===== src/rtl/icache_ctrl.sv =====
// icache_ctrl: direct-mapped, read-only instruction cache.
// Hits return in the same cycle; a miss stalls fetch and refills the whole
// line beat 0..LINE_WORDS-1 from a word-serial memory.
// Optional hit/miss statistics counters are built when ICACHE_STATS_EN is defined.
module icache_ctrl #(
    parameter int LINE_WORDS = 4,
    parameter int NUM_LINES  = 16
) (
    input  logic        clock,
    input  logic        rst,
    input  logic        req_valid,
    input  logic [31:0] req_addr,
    output logic [31:0] instr,
    output logic        hit,
    output logic        stall,
    input  logic        inv,
    output logic        mem_req,
    output logic [31:0] mem_addr,
    input  logic [31:0] mem_rdata,
    input  logic        mem_rvalid,
    output logic [31:0] hit_count,
    output logic [31:0] miss_count
);
    localparam int OB = $clog2(LINE_WORDS);
    localparam int IB = $clog2(NUM_LINES);
    localparam int TW = 30 - OB - IB;

    typedef enum logic [1:0] {IDLE, REFILL, DONE} stateT;

    stateT               state;
    logic [OB-1:0]       beat;
    logic [OB-1:0]       beatNext;
    logic [TW-1:0]       missTag;
    logic [IB-1:0]       missIdx;
    logic                invPending;
    logic                memReqQ;
    logic [31:0]         memAddrQ;
    logic [NUM_LINES-1:0] validBits;
    logic [31:0]         dataArr [NUM_LINES*LINE_WORDS];
    logic [TW-1:0]       tagArr  [NUM_LINES];

    logic [OB-1:0] reqOff;
    logic [IB-1:0] reqIdx;
    logic [TW-1:0] reqTag;
    logic          missNow;
    logic          accept;
    logic          lastBeat;
    logic [1:0]    unusedAddr;

    assign reqOff     = req_addr[2 +: OB];
    assign reqIdx     = req_addr[2+OB +: IB];
    assign reqTag     = req_addr[31 -: TW];
    assign unusedAddr = req_addr[1:0];
    assign beatNext   = beat + OB'(1);

    // Lookup is gated by rst so hit/stall drop immediately on an asynchronous reset.
    assign hit      = rst & req_valid & (state == IDLE) & validBits[reqIdx]
                      & (tagArr[reqIdx] == reqTag);
    assign instr    = hit ? dataArr[{reqIdx, reqOff}] : 32'h0;
    assign missNow  = rst & req_valid & (state == IDLE) & ~hit;
    assign stall    = missNow | (rst & (state != IDLE));
    assign accept   = (state == REFILL) & memReqQ & mem_rvalid;
    assign lastBeat = accept & (beat == OB'(LINE_WORDS - 1));
    assign mem_req  = memReqQ;
    assign mem_addr = memAddrQ;

    // Miss/refill sequencer; the fill address comes only from the latched miss.
    always_ff @(posedge clock or negedge rst) begin
        if (!rst) begin
            state      <= IDLE;
            beat       <= '0;
            missTag    <= '0;
            missIdx    <= '0;
            invPending <= 1'b0;
            memReqQ    <= 1'b0;
            memAddrQ   <= 32'h0;
        end else begin
            case (state)
                IDLE: if (missNow) begin
                    missTag    <= reqTag;
                    missIdx    <= reqIdx;
                    beat       <= '0;
                    invPending <= 1'b0;
                    memReqQ    <= 1'b1;
                    memAddrQ   <= {reqTag, reqIdx, {OB{1'b0}}, 2'b00};
                    state      <= REFILL;
                end
                REFILL: begin
                    if (inv) invPending <= 1'b1;
                    if (accept) begin
                        beat     <= beatNext;
                        memAddrQ <= {missTag, missIdx, beatNext, 2'b00};
                        if (lastBeat) begin
                            memReqQ <= 1'b0;
                            state   <= DONE;
                        end
                    end
                end
                DONE:    state <= IDLE;
                default: state <= IDLE;
            endcase
        end
    end

    // Valid bits: inv wins over a completing refill; an inv seen mid-refill keeps the line invalid.
    always_ff @(posedge clock or negedge rst) begin
        if (!rst)                         validBits <= '0;
        else if (inv)                     validBits <= '0;
        else if (lastBeat && !invPending) validBits[missIdx] <= 1'b1;
    end

    // Data and tag storage; only written by accepted refill beats.
    always_ff @(posedge clock) begin
        if (accept)   dataArr[{missIdx, beat}] <= mem_rdata;
        if (lastBeat) tagArr[missIdx] <= missTag;
    end

`ifdef ICACHE_STATS_EN
    logic [31:0] hitCnt;
    logic [31:0] missCnt;

    // Saturating statistics counters, cleared only by reset.
    always_ff @(posedge clock or negedge rst) begin
        if (!rst) begin
            hitCnt  <= 32'h0;
            missCnt <= 32'h0;
        end else begin
            if (hit && hitCnt != 32'hFFFF_FFFF)      hitCnt  <= hitCnt + 32'd1;
            if (missNow && missCnt != 32'hFFFF_FFFF) missCnt <= missCnt + 32'd1;
        end
    end

    assign hit_count  = hitCnt;
    assign miss_count = missCnt;
`else
    assign hit_count  = 32'h0;
    assign miss_count = 32'h0;
`endif

endmodule


===== config.mk =====
export PLATFORM = sky130hd
export DESIGN_NAME = icache_ctrl
export DESIGN_NICKNAME = d
export VERILOG_FILES = /design/src/rtl/icache_ctrl.sv
export SDC_FILE = /design/constraint.sdc
export NUM_CORES = 2
export LEC_CHECK = 0
export CAP_MARGIN = 0
export CORE_MARGIN = 5
export CORE_UTILIZATION = 55
export CTS_CLUSTER_DIAMETER = 40
export DETAILED_ROUTE_END_ITERATION = 12
export PLACE_DENSITY_LB_ADDON = 0.05
export SLEW_MARGIN = 20
export SYNTH_ARGS = -nofsm -noshare
export SYNTH_HDL_FRONTEND = slang
export SYNTH_SLANG_ARGS = --single-unit

===== constraint.sdc =====
create_clock -name clock -period 5.64 [get_ports clock]
set_clock_uncertainty 0.05 [all_clocks]
set_input_delay 1.128 -clock clock [delete_from_list [all_inputs] [get_ports clock]]
set_output_delay 1.128 -clock clock [all_outputs]
set_load 0.005 [all_outputs]

==> impl_metrics.py <==
metrics = {
    "outcome": {
        "status": "complete, no violations",
    },
    "sta": {
        "holdWs_ns": 0.258,
        "finalCritPeriodShare": 0.994,
        "hold_viol_final": 0,
        "drv_slew": 0,
        "tightestPinTransition_ns": 1.12,
        "relSlewSlack": 0.253,
        "setup_violations": 0,
        "setup_tns_ns": 0,
        "finalWorstSetupSlack_ns": 0.0314,
        "period_minus_slack_ns": 5.61,
        "max_freq_mhz": 178,
    },
    "floorplanning": {
        "io_pins": 200,
        "die_h_um": 433,
        "fp.dieArea_sq_mm": 0.187,
        "initial_core_util": 0.552,
        "core-area_sq_mm": 0.178,
        "die_w_um": 433,
        "fp-row-count": 155,
    },
    "logic_synthesis": {
        "synth_area_sq_mm": 0.0983,
        "synth_seq_cells": 2510,
        "synth_ff_type": "edfxtp_1",
        "synthDistinctLibCells": 73,
        "synth_edf_count": 2432,
        "synth.yosys.seq_area_share": 0.763,
        "synthArstFlopShare": 0.0311,
        "ys_warn_count": 0,
        "syn_avg_cell_area_sq_um": 22.4,
        "syn_inst": 4384,
    },
    "critical_path": {
        "end_kind": "output pin",
        "start_kind": "primary input",
        "cp_slowest_cell": "mux4_2",
        "cp.arrival_ns": 4.43,
        "cpPeakStageDelay_ns": 0.55,
        "path_cells": "buf_16 > buf_12 > mux4_2 > mux4_2 > xnor2_4 > a21boi_2 > and4b_1 > and4_4 > buf_12 > buf_16 > and2_1 > clkdlybuf4s50_1",
        "worstPathRequired_ns": 4.46,
        "critPathKind": "primary input to output pin",
        "cp_max_fo": 5,
        "path_buf_inv": 5,
        "cp_top_family": "buffers and inverters",
    },
    "grt": {
        "grt.total_usage": 0.286,
        "grt.overflow.total": 0,
        "antenna_found_initial": 16,
        "met3_usage": 0.0502,
        "grt_max_degree": 65,
        "busiest_layer": "met2",
        "grt_pass1_vias": 49595,
        "grtUsageMet2": 0.458,
        "use_met1": 0.406,
        "grt_pass1_wl_um": 375000,
    },
    "worst_hold_path": {
        "hp-class": "primary input to async pin",
    },
    "clock_network": {
        "cts_hold_buf": 0,
        "cts_tree": "yes",
        "clock_latency_ns": 0.92,
        "cts_sinks": 2510,
        "h-tree-depth": 5,
        "numCtsBuffers": 335,
        "root_buffer": "clkbuf_16",
        "clk_pin_slew_ns": 0.06,
        "cts_buffer_depth": 4,
    },
    "routing": {
        "wl_per_cell_um": 35.3,
        "drc_errors": 0,
        "ant_nets": 0,
        "routed_wirelength_um": 266000,
        "num_vias": 49271,
        "drtIter0Drc": 5565,
        "viasPerCell": 6.55,
        "first_pass_iters": 6,
    },
    "place": {
        "gp_congestion": 0.821,
        "placed_cell_area_sq_mm": 0.105,
        "dpl.cell_count": 6909,
        "preCtsSetupSlack_ns": -0.459,
        "io_buffers": 131,
        "dp_hpwl_um": 149000,
    },
    "flow_run": {
        "max_cap_viol_count": 0,
    },
    "finish": {
        "post_layout_nonfiller_instances": 7525,
        "nets": 4980,
        "regArea_sq_mm": 0.0750,
        "multiInputGateArea_sq_mm": 0.0226,
        "layout-drive-gt1-share": 0.338,
        "syn2layout_area_growth_pct": 18.2,
        "fill_cells": 11770,
        "stdcell_area_sq_mm": 0.116,
    },
    "pwr": {
        "irDropWorstVdd_uv": 367,
        "power_density_mw_per_mm2": 399,
        "leakage_nw": 37.7,
    },
}
[per-stage QoR]
step                utilization  power, mW
detailed placement        0.589       26.1
floorplan                     -       24.2
global placement          0.589       26.0
global route              0.653       47.8
finish                    0.653       46.4
CTS                       0.652       46.6
[path summary, 6_finish.rpt]
check / start / end / slack, ns / cells past startpoint
worst max-delay path: req_addr[4] / instr[0] / 0.03 / 12
worst min-delay path: rst / validBits[3] / 0.26 / 2
worst max register to register: state[0] / dataArr[37][21] / 1.68 / 6
worst min register to register: validBits[8] / validBits[8] / 0.45 / 2
max in group asynchronous: rst / missTag[5] / 4.46 / 2
min in group clock: validBits[8] / validBits[8] / 0.45 / 2
[worst register-to-register path: stages (launching register included)]
cell and delay (ns):
dfrtp_1 0.42, nor2b_2 0.58, nand3_1 0.31, nor2_1 0.39, nand3_1 0.62, nor2_4 0.83
buf_4 0.40
[layout by cell type (no fill, tap or decap), types with 24 or more instances in the layout]
master / count
or4_1: 28
dfrtp_1: 78
nand2_1: 171
buf_12: 71
bufinv_16: 30
nor2_1: 31
clkinv_2: 38
o211ai_1: 52
buf_4: 243
buf_2: 28
edfxtp_1: 2432
conb_1: 66
nor2_4: 75
clkbuf_1: 42
clkinvlp_4: 24
and2_1: 35
clkbuf_16: 345
a31oi_1: 30
nand4_1: 59
inv_6: 36
mux2i_1: 76
mux4_2: 734
mux2_2: 25
clkinv_4: 27
clkinv_1: 40
clkdlybuf4s50_1: 85
[timing repair]
| item | 4_1_cts | 5_1_grt |
|---|---|---|
| pin swaps | 7 | 2 |
| gates resized for setup | 22 | 12 |
| buffers inserted | 7 | 2 |
| endpoints found under the setup margin | 34 | 22 |
| cloned | 7 | 2 |
[cell families after synthesis]
logic type	after synthesis	share of synthesized area
adders and majority gates	1	0.000127
DFF	2510	0.763
muxes	838	0.179
other	1	0.0000381
and+or+nand+nor	478	0.0241
AOI/OAI and AO/OA	190	0.0141
xor gates and xnor gates	30	0.00275
buffers and inverters	336	0.0170
[cell type report]
type / instances / share of cell area
sequential: 2510 / 0.645
multi-input combinational: 1603 / 0.194
clock buffer: 386 / 0.0753
timing repair buffer: 453 / 0.0412
tap: 2355 / 0.0254
clock inverter: 206 / 0.0181
inverter: 7 / 0.000226
antenna: 5 / 0.000108
[flip-flops by register name, indices dropped and copies added (netlist names)]
signal,count
dataArr,2048
tagArr,384
mem_addr,29
missTag,24
validBits,16
missIdx,4
state,2
beat,1
invPending,1
mem_req,1
[synth_stat cells (all sizes together), types with 5 or more instances]
cell	count	area share
a21oi	17	0.00087
a221oi	7	0.00062
a22oi	18	0.0014
a31oi	30	0.0019
and2	37	0.0024
and3	5	0.00032
buf	158	0.010
clkbuf	171	0.0065
dfrtp	78	0.020
edfxtp	2432	0.74
inv	7	0.00027
mux2	25	0.0029
mux2i	78	0.0079
mux4	735	0.17
nand2	172	0.0066
nand2b	7	0.00045
nand3	13	0.00066
nand4	59	0.0038
nor2	109	0.0043
nor2b	7	0.00045
nor3	9	0.00051
o211ai	60	0.0050
o21ai	11	0.00056
o22ai	16	0.0010
or4	29	0.0023
xnor2	20	0.0019
xor2	10	0.00089
[metal layers]
| layer | share of wire | up-vias | wire length [um] |
|---|---|---|---|
| li1 | - | 19652 | - |
| met1 | 0.39 | 26737 | 104000 |
| met2 | 0.49 | 2352 | 130000 |
| met3 | 0.081 | 528 | 21400 |
| met4 | 0.036 | 2 | 9650 |
| met5 | 0.000049 | - | 13 |
[report_power, final]
group	internal, mW	switching [mW]	total [mW]
clock network	12.6	7.93	20.5
logic	1.46	2.19	3.65
registers	21.4	0.763	22.2
total	35.5	10.9	46.4
Note: power is estimated with default switching activity, not from simulation.
